===== config.mk =====
export PLATFORM = sky130hd
export DESIGN_NAME = configurable_pe
export DESIGN_NICKNAME = d
export VERILOG_FILES = /design/src/rtl/pe_pkg.sv /design/src/rtl/pe_sat_add.sv /design/src/rtl/configurable_pe.sv
export SDC_FILE = /design/constraint.sdc
export NUM_CORES = 1
export LEC_CHECK = 0
export CAP_MARGIN = 20
export CORE_ASPECT_RATIO = 0.75
export CORE_MARGIN = 2
export CORE_UTILIZATION = 38
export DETAILED_ROUTE_END_ITERATION = 8
export PLACE_DENSITY = 0.67
export SLEW_MARGIN = 20
export SYNTH_ARGS = -nofsm -noshare
export SYNTH_HDL_FRONTEND = slang
export SYNTH_HIERARCHICAL = 1
export SYNTH_SLANG_ARGS = --single-unit
export TNS_END_PERCENT = 5

===== constraint.sdc =====
create_clock -name clk -period 11.1 [get_ports clk]
set_input_delay 2.22 -clock clk [delete_from_list [all_inputs] [get_ports clk]]
set_output_delay 2.22 -clock clk [all_outputs]
set_load 0.005 [all_outputs]

===== src/rtl/pe_pkg.sv =====
// pe_pkg
// Shared types and helpers for the configurable processing element.
//   pe_mode_e : runtime dataflow mode (weight-stationary / output-stationary)
//   sat_max   : largest value a signed word of the given width can hold
//   sat_min   : smallest value a signed word of the given width can hold
package pe_pkg;

  typedef enum logic {
    PE_MODE_WS = 1'b0,
    PE_MODE_OS = 1'b1
  } pe_mode_e;

  function automatic longint sat_max(input int width);
    return (longint'(1) <<< (width - 1)) - longint'(1);
  endfunction

  function automatic longint sat_min(input int width);
    return -(longint'(1) <<< (width - 1));
  endfunction

endpackage


===== src/rtl/pe_sat_add.sv =====
// pe_sat_add
// Combinational signed adder with optional saturation.
//   i_a, i_b   : signed ACC_WIDTH operands
//   o_sum      : clamped (SATURATE=1) or wrapped (SATURATE=0) sum
//   o_overflow : the true sum did not fit in ACC_WIDTH bits
module pe_sat_add
  import pe_pkg::*;
#(
  parameter int ACC_WIDTH = 20,
  parameter bit SATURATE  = 1'b1
) (
  input  logic signed [ACC_WIDTH-1:0] i_a,
  input  logic signed [ACC_WIDTH-1:0] i_b,
  output logic signed [ACC_WIDTH-1:0] o_sum,
  output logic                        o_overflow
);

  localparam logic signed [ACC_WIDTH-1:0] SAT_MAX = ACC_WIDTH'(sat_max(ACC_WIDTH));
  localparam logic signed [ACC_WIDTH-1:0] SAT_MIN = ACC_WIDTH'(sat_min(ACC_WIDTH));

  logic [ACC_WIDTH:0] w_wide;

  // One extra bit holds the exact sum; the two top bits disagree exactly
  // when the result left the representable range.
  assign w_wide     = {i_a[ACC_WIDTH-1], i_a} + {i_b[ACC_WIDTH-1], i_b};
  assign o_overflow = w_wide[ACC_WIDTH] ^ w_wide[ACC_WIDTH-1];

  // The extra top bit is the true sign, so it picks the clamp direction.
  always_comb begin
    o_sum = w_wide[ACC_WIDTH-1:0];
    if (SATURATE && o_overflow) begin
      o_sum = w_wide[ACC_WIDTH] ? SAT_MIN : SAT_MAX;
    end
  end

endmodule


===== src/rtl/configurable_pe.sv =====
// configurable_pe
// Multiply-accumulate processing element for a systolic array. Data moves
// west to east; partial sums and weights move north to south.
//   clk, rst_n       : clock, asynchronous active-low reset
//   mode             : 0 = weight-stationary, 1 = output-stationary
//   data_in/_valid   : activation from west, registered to data_out (east)
//   psum_in/_valid   : partial sum from north
//   psum_out/_valid  : partial sum (WS), forwarded or drained result (OS)
//   weight_in        : weight chain input; weight_out is the shadow weight
//   weight_load/swap : write shadow weight / promote shadow to active
//   acc_clear        : OS: zero the accumulator and overflow flag
//   acc_drain        : OS: emit the accumulator on psum_out and restart
//   overflow         : sticky flag for any out-of-range addition
module configurable_pe
  import pe_pkg::*;
#(
  parameter int DATA_WIDTH = 8,
  parameter int ACC_WIDTH  = 20,
  parameter bit SATURATE   = 1'b1
) (
  input  logic                         clk,
  input  logic                         rst_n,
  input  logic                         mode,
  input  logic signed [DATA_WIDTH-1:0] data_in,
  input  logic                         data_valid_in,
  output logic signed [DATA_WIDTH-1:0] data_out,
  output logic                         data_valid_out,
  input  logic signed [ACC_WIDTH-1:0]  psum_in,
  input  logic                         psum_valid_in,
  output logic signed [ACC_WIDTH-1:0]  psum_out,
  output logic                         psum_valid_out,
  input  logic signed [DATA_WIDTH-1:0] weight_in,
  input  logic                         weight_load,
  input  logic                         weight_swap,
  output logic signed [DATA_WIDTH-1:0] weight_out,
  input  logic                         acc_clear,
  input  logic                         acc_drain,
  output logic                         overflow
);

  // A full product plus at least one guard bit must fit the accumulator.
  if (ACC_WIDTH < 2 * DATA_WIDTH + 1) begin : g_width_check
    $error("configurable_pe: ACC_WIDTH must be at least 2*DATA_WIDTH+1");
  end

  pe_mode_e w_mode;

  logic signed [DATA_WIDTH-1:0]   r_w_shadow;
  logic signed [DATA_WIDTH-1:0]   r_w_active;
  logic signed [DATA_WIDTH-1:0]   r_data_out;
  logic                           r_data_valid_out;
  logic signed [ACC_WIDTH-1:0]    r_psum_out;
  logic                           r_psum_valid_out;
  logic signed [ACC_WIDTH-1:0]    r_acc;
  logic                           r_overflow;

  logic signed [2*DATA_WIDTH-1:0] w_prod;
  logic signed [ACC_WIDTH-1:0]    w_prod_ext;
  logic signed [ACC_WIDTH-1:0]    w_base;
  logic signed [ACC_WIDTH-1:0]    w_add_a;
  logic signed [ACC_WIDTH-1:0]    w_add_b;
  logic signed [ACC_WIDTH-1:0]    w_sum;
  logic                           w_add_ovf;
  logic                           w_ovf_event;

  assign w_mode = pe_mode_e'(mode);

  // The multiply always uses the currently active weight, so a swap in the
  // same cycle only affects the following MACs.
  assign w_prod     = data_in * r_w_active;
  assign w_prod_ext = {{(ACC_WIDTH - 2 * DATA_WIDTH){w_prod[2*DATA_WIDTH-1]}}, w_prod};

  // One shared adder: WS adds onto the incoming partial sum, OS onto the
  // (optionally cleared) local accumulator.
  assign w_base  = acc_clear ? '0 : r_acc;
  assign w_add_a = (w_mode == PE_MODE_WS) ? psum_in : w_base;
  assign w_add_b = data_valid_in ? w_prod_ext : '0;

  pe_sat_add #(
    .ACC_WIDTH (ACC_WIDTH),
    .SATURATE  (SATURATE)
  ) u_add (
    .i_a        (w_add_a),
    .i_b        (w_add_b),
    .o_sum      (w_sum),
    .o_overflow (w_add_ovf)
  );

  // Adding zero can never overflow, so only a real MAC raises the flag.
  assign w_ovf_event = data_valid_in & w_add_ovf;

  // Weight double buffer: the shadow shifts down the column while the active
  // copy keeps serving MACs until a swap promotes it.
  always_ff @(posedge clk or negedge rst_n) begin
    if (!rst_n) begin
      r_w_shadow <= '0;
      r_w_active <= '0;
    end else begin
      if (weight_swap) r_w_active <= r_w_shadow;
      if (weight_load) r_w_shadow <= weight_in;
    end
  end

  // Activation pipeline: data_out keeps its last valid value between beats.
  always_ff @(posedge clk or negedge rst_n) begin
    if (!rst_n) begin
      r_data_out       <= '0;
      r_data_valid_out <= 1'b0;
    end else begin
      r_data_valid_out <= data_valid_in;
      if (data_valid_in) r_data_out <= data_in;
    end
  end

  // Clear first, then let an overflow in the same cycle set the flag again.
  always_ff @(posedge clk or negedge rst_n) begin
    if (!rst_n) begin
      r_overflow <= 1'b0;
    end else begin
      r_overflow <= (acc_clear ? 1'b0 : r_overflow) | w_ovf_event;
    end
  end

  // Partial-sum path and accumulator. In OS mode a local drain takes
  // priority over forwarding an upstream result; the controller staggers
  // drains diagonally so they never collide.
  always_ff @(posedge clk or negedge rst_n) begin
    if (!rst_n) begin
      r_psum_out       <= '0;
      r_psum_valid_out <= 1'b0;
      r_acc            <= '0;
    end else begin
      case (w_mode)
        PE_MODE_WS: begin
          if (data_valid_in) begin
            r_psum_out       <= w_sum;
            r_psum_valid_out <= 1'b1;
          end else begin
            r_psum_valid_out <= 1'b0;
          end
        end
        PE_MODE_OS: begin
          if (acc_drain) begin
            r_psum_out       <= w_sum;
            r_psum_valid_out <= 1'b1;
            r_acc            <= '0;
          end else begin
            r_acc <= w_sum;
            if (psum_valid_in) begin
              r_psum_out       <= psum_in;
              r_psum_valid_out <= 1'b1;
            end else begin
              r_psum_valid_out <= 1'b0;
            end
          end
        end
        default: begin
          r_psum_valid_out <= 1'b0;
        end
      endcase
    end
  end

  assign data_out       = r_data_out;
  assign data_valid_out = r_data_valid_out;
  assign psum_out       = r_psum_out;
  assign psum_valid_out = r_psum_valid_out;
  assign weight_out     = r_w_shadow;
  assign overflow       = r_overflow;

endmodule


==> impl_metrics.py <==
metrics = {
    "clocking": {
        "path_clk_slew_ns": 0.06,
        "hold_buffers": 0,
        "cts_buffers": 9,
        "tritoncts": "done",
        "insertion_delay_ns": 0.33,
        "postCtsResizedCells": 0,
        "htree_num_levels": 3,
        "cts_setup_buffers": 0,
        "cts_sinks": 67,
        "clockBufferDepth": 2,
        "cts_root_buffer": "clkbuf_16",
    },
    "synthesis": {
        "synth_top_area_share_pct": 23.7,
        "ys.flop_type": "dfrtp_1",
        "async_reset_ff_share_pct": 100,
        "synth.distinct_cells": 66,
        "synth_area_leaders": "dfrtp_1 (24%), fa_1 (16%), ha_1 (8.7%), inv_1 (7.3%), and2_1 (4.5%)",
        "synth_edf_count": 0,
        "yosys.area.top_type": "dfrtp_1",
        "syn_avg_cell_area_um2": 9.08,
        "synth_nets": 929,
        "ys_seq_area_share_pct": 23.7,
        "ys_seq_elements": 67,
        "syn-instance-count": 779,
        "syn_area_mm2": 0.00707,
        "yosys_warnings": 6,
    },
    "route": {
        "first_pass_iters": 4,
        "drt-total-wl_um": 15800,
        "drtIter0Drc": 308,
        "ant_nets": 0,
        "vias": 5494,
        "wire_per_inst_um": 14.4,
        "drt-vias-per-instance": 4.99,
        "drc": 0,
    },
    "global_routing": {
        "grt_pass1_vias": 5352,
        "grt_pass1_wl_um": 26900,
        "antenna_found_initial": 0,
        "grt_max_degree": 68,
        "grt.overflow.total": 0,
        "track_usage_pct": 16.9,
    },
    "layout": {
        "final_cell_mix": "inv_1 (138), clkdlybuf4s50_1 (81), nand2_1 (69)",
        "final_nets": 999,
        "drive_above_1_share_pct": 9.85,
        "layout_commonest_cell": "inv_1",
        "area_growth_pct": 18.9,
        "antennaDiodeCount": 0,
    },
    "timing": {
        "slew_viol_final": 0,
        "tightest_slew_ns": 1.08,
        "fin_worst_skew_ns": 0.00845,
        "hold_viol_final": 0,
        "period_share_pct": 80.8,
        "period_minus_slack_ns": 8.97,
        "fin_tns_setup_ns": 0,
        "finalSetupViolations": 0,
        "rsz0062_at_grt": "false",
        "max_freq_mhz": 111,
        "slew_headroom_pct": 27.7,
    },
    "placement": {
        "place.gp.congestion": 0.838,
        "portBuffers": 83,
        "hpwl_um": 12200,
    },
    "floorplanning": {
        "initial_core_util_pct": 38.5,
        "die_area_mm2": 0.0197,
        "die_w_um": 162,
        "num_rows": 43,
        "die_y_um": 122,
        "core-area_mm2": 0.0183,
        "io_pins": 84,
    },
    "hold_path": {
        "hp-start": "data_out[1]",
        "hold_class": "reg -> reg",
        "min_delay_path_depth": 1,
        "min_to": "data_out[1]",
    },
    "setup_path": {
        "crit_path_end_kind": "register",
        "crit_required_ns": 11.35,
        "worstSetupStartpointType": "input port",
        "r2r-end": "r_acc[0]",
        "crit_arrival_ns": 9.22,
        "setup.worst_path.class": "in -> reg",
        "reg2reg_depth": 22,
        "crit_fanout": 20,
        "timing.rr.start": "r_w_active[2]",
        "ff2ff_setup_slack_ns": 4.07,
    },
    "run_status": {
        "outcome": "complete, no violations",
    },
    "flow_run": {
        "drv_cap": 0,
    },
}
==> cell usage after synthesis, drive strengths merged, types with 2 or more instances <==
cell type    n
nor2        23
nor2b       10
and2        51
a21o         8
inv        139
maj3        19
o21bai       4
a21oi       23
nand2       69
nand3b      19
mux2        25
o211ai       6
nand2b       4
ha          49
clkbuf       9
o21a         2
dfrtp       67
nand4        2
o21ai       74
o31a         2
nor3         3
nand3       13
fa          56
buf         19
and3         4
or3          4
o22ai        3
xor2        10
mux2i       21
a311oi       2
a211oi       7
xnor2       18
nor3b        2
==> critical path, cell delays in order <==
cell and delay [ns]:
clkdlybuf4s50_1 0.64, nand2_1 0.16, inv_1 0.15, fa_1 0.47, inv_1 0.22, fa_1 0.46, fa_1 0.49, fa_1 0.55
inv_1 0.04, ha_1 0.36, or3_1 0.38, o211ai_1 0.11, a21oi_1 0.11, nor3b_2 0.38, ha_1 0.31, a21oi_1 0.12
o21ai_1 0.30, a211oi_1 0.09, a21o_1 0.19, a211oi_4 0.84, maj3_2 0.43, nand3b_1 0.08, o21ai_0 0.11
==> metal layers <==
| layer | track usage (%) | vias to the layer above | share of wire, % |
|---|---|---|---|
| met3 | 3.51 | 10 | 5.0 |
| li1 | - | 2689 | - |
| met2 | 26.5 | 112 | 44 |
| met5 | 0 | - | 0 |
| met1 | 24.8 | 2683 | 51 |
| met4 | 2.29 | 0 | 0.69 |
==> per-stage QoR <==
| step | util, % | cell area [um^2] | hold slack, ns | setup WS [ns] | cells |
|---|---|---|---|---|---|
| finish | 45.8 | 8410 | 0.477 | 2.13 | 1100 |
| global route | 45.8 | 8410 | 0.504 | 1.57 | 1100 |
| CTS | 45.8 | 8410 | 0.486 | 2.13 | 1100 |
| detailed placement | 44.1 | 8090 | 0.474 | 1.79 | 1085 |
| global placement | 44.1 | 8090 | 0.466 | 1.92 | 1085 |
| floorplan | - | 7070 | 0.479 | 3.41 | 779 |
==> worst max-delay path by stage <==
stage	from	to	slack (ns)
after detailed placement	data_in[7]	psum_out[1]	1.79
final	data_in[7]	r_acc[0]	2.13
after global placement	data_in[3]	psum_out[1]	1.92
after floorplan	data_in[0]	psum_out[1]	3.41
after global routing	data_in[7]	psum_out[1]	1.57
after CTS	data_in[7]	psum_out[1]	2.13
==> cell families after synthesis <==
kind of cell | count (synthesis) | share of synthesized area (%)
buffers and inverters | 167 | 9.54
flip-flops | 67 | 23.7
XOR/XNOR | 28 | 3.47
AO/OA/AOI/OAI | 142 | 13.4
AND/OR/NAND/NOR | 205 | 15.3
multiplexers | 46 | 6.95
adder cells (fa/ha/maj) | 124 | 27.6
==> registers in the layout, indices dropped and copies added (netlist names) <==
register	flops
r_w_active	8
psum_out	20
overflow	1
data_out	8
data_valid_out	1
weight_out	8
r_acc	20
psum_valid_out	1
==> final cells by class <==
| cell class | instances | area, um^2 |
|---|---|---|
| clock buffer | 10 | 239 |
| clock inverter | 5 | 77.6 |
| fill | 1766 | 9940 |
| inverter | 139 | 522 |
| multi-input combinational | 545 | 4730 |
| sequential | 67 | 1680 |
| tap | 247 | 309 |
| timing repair buffer | 87 | 853 |
Power is not shown: default switching activity piles up to over one toggle a cycle in this logic, so the estimate is an artifact.
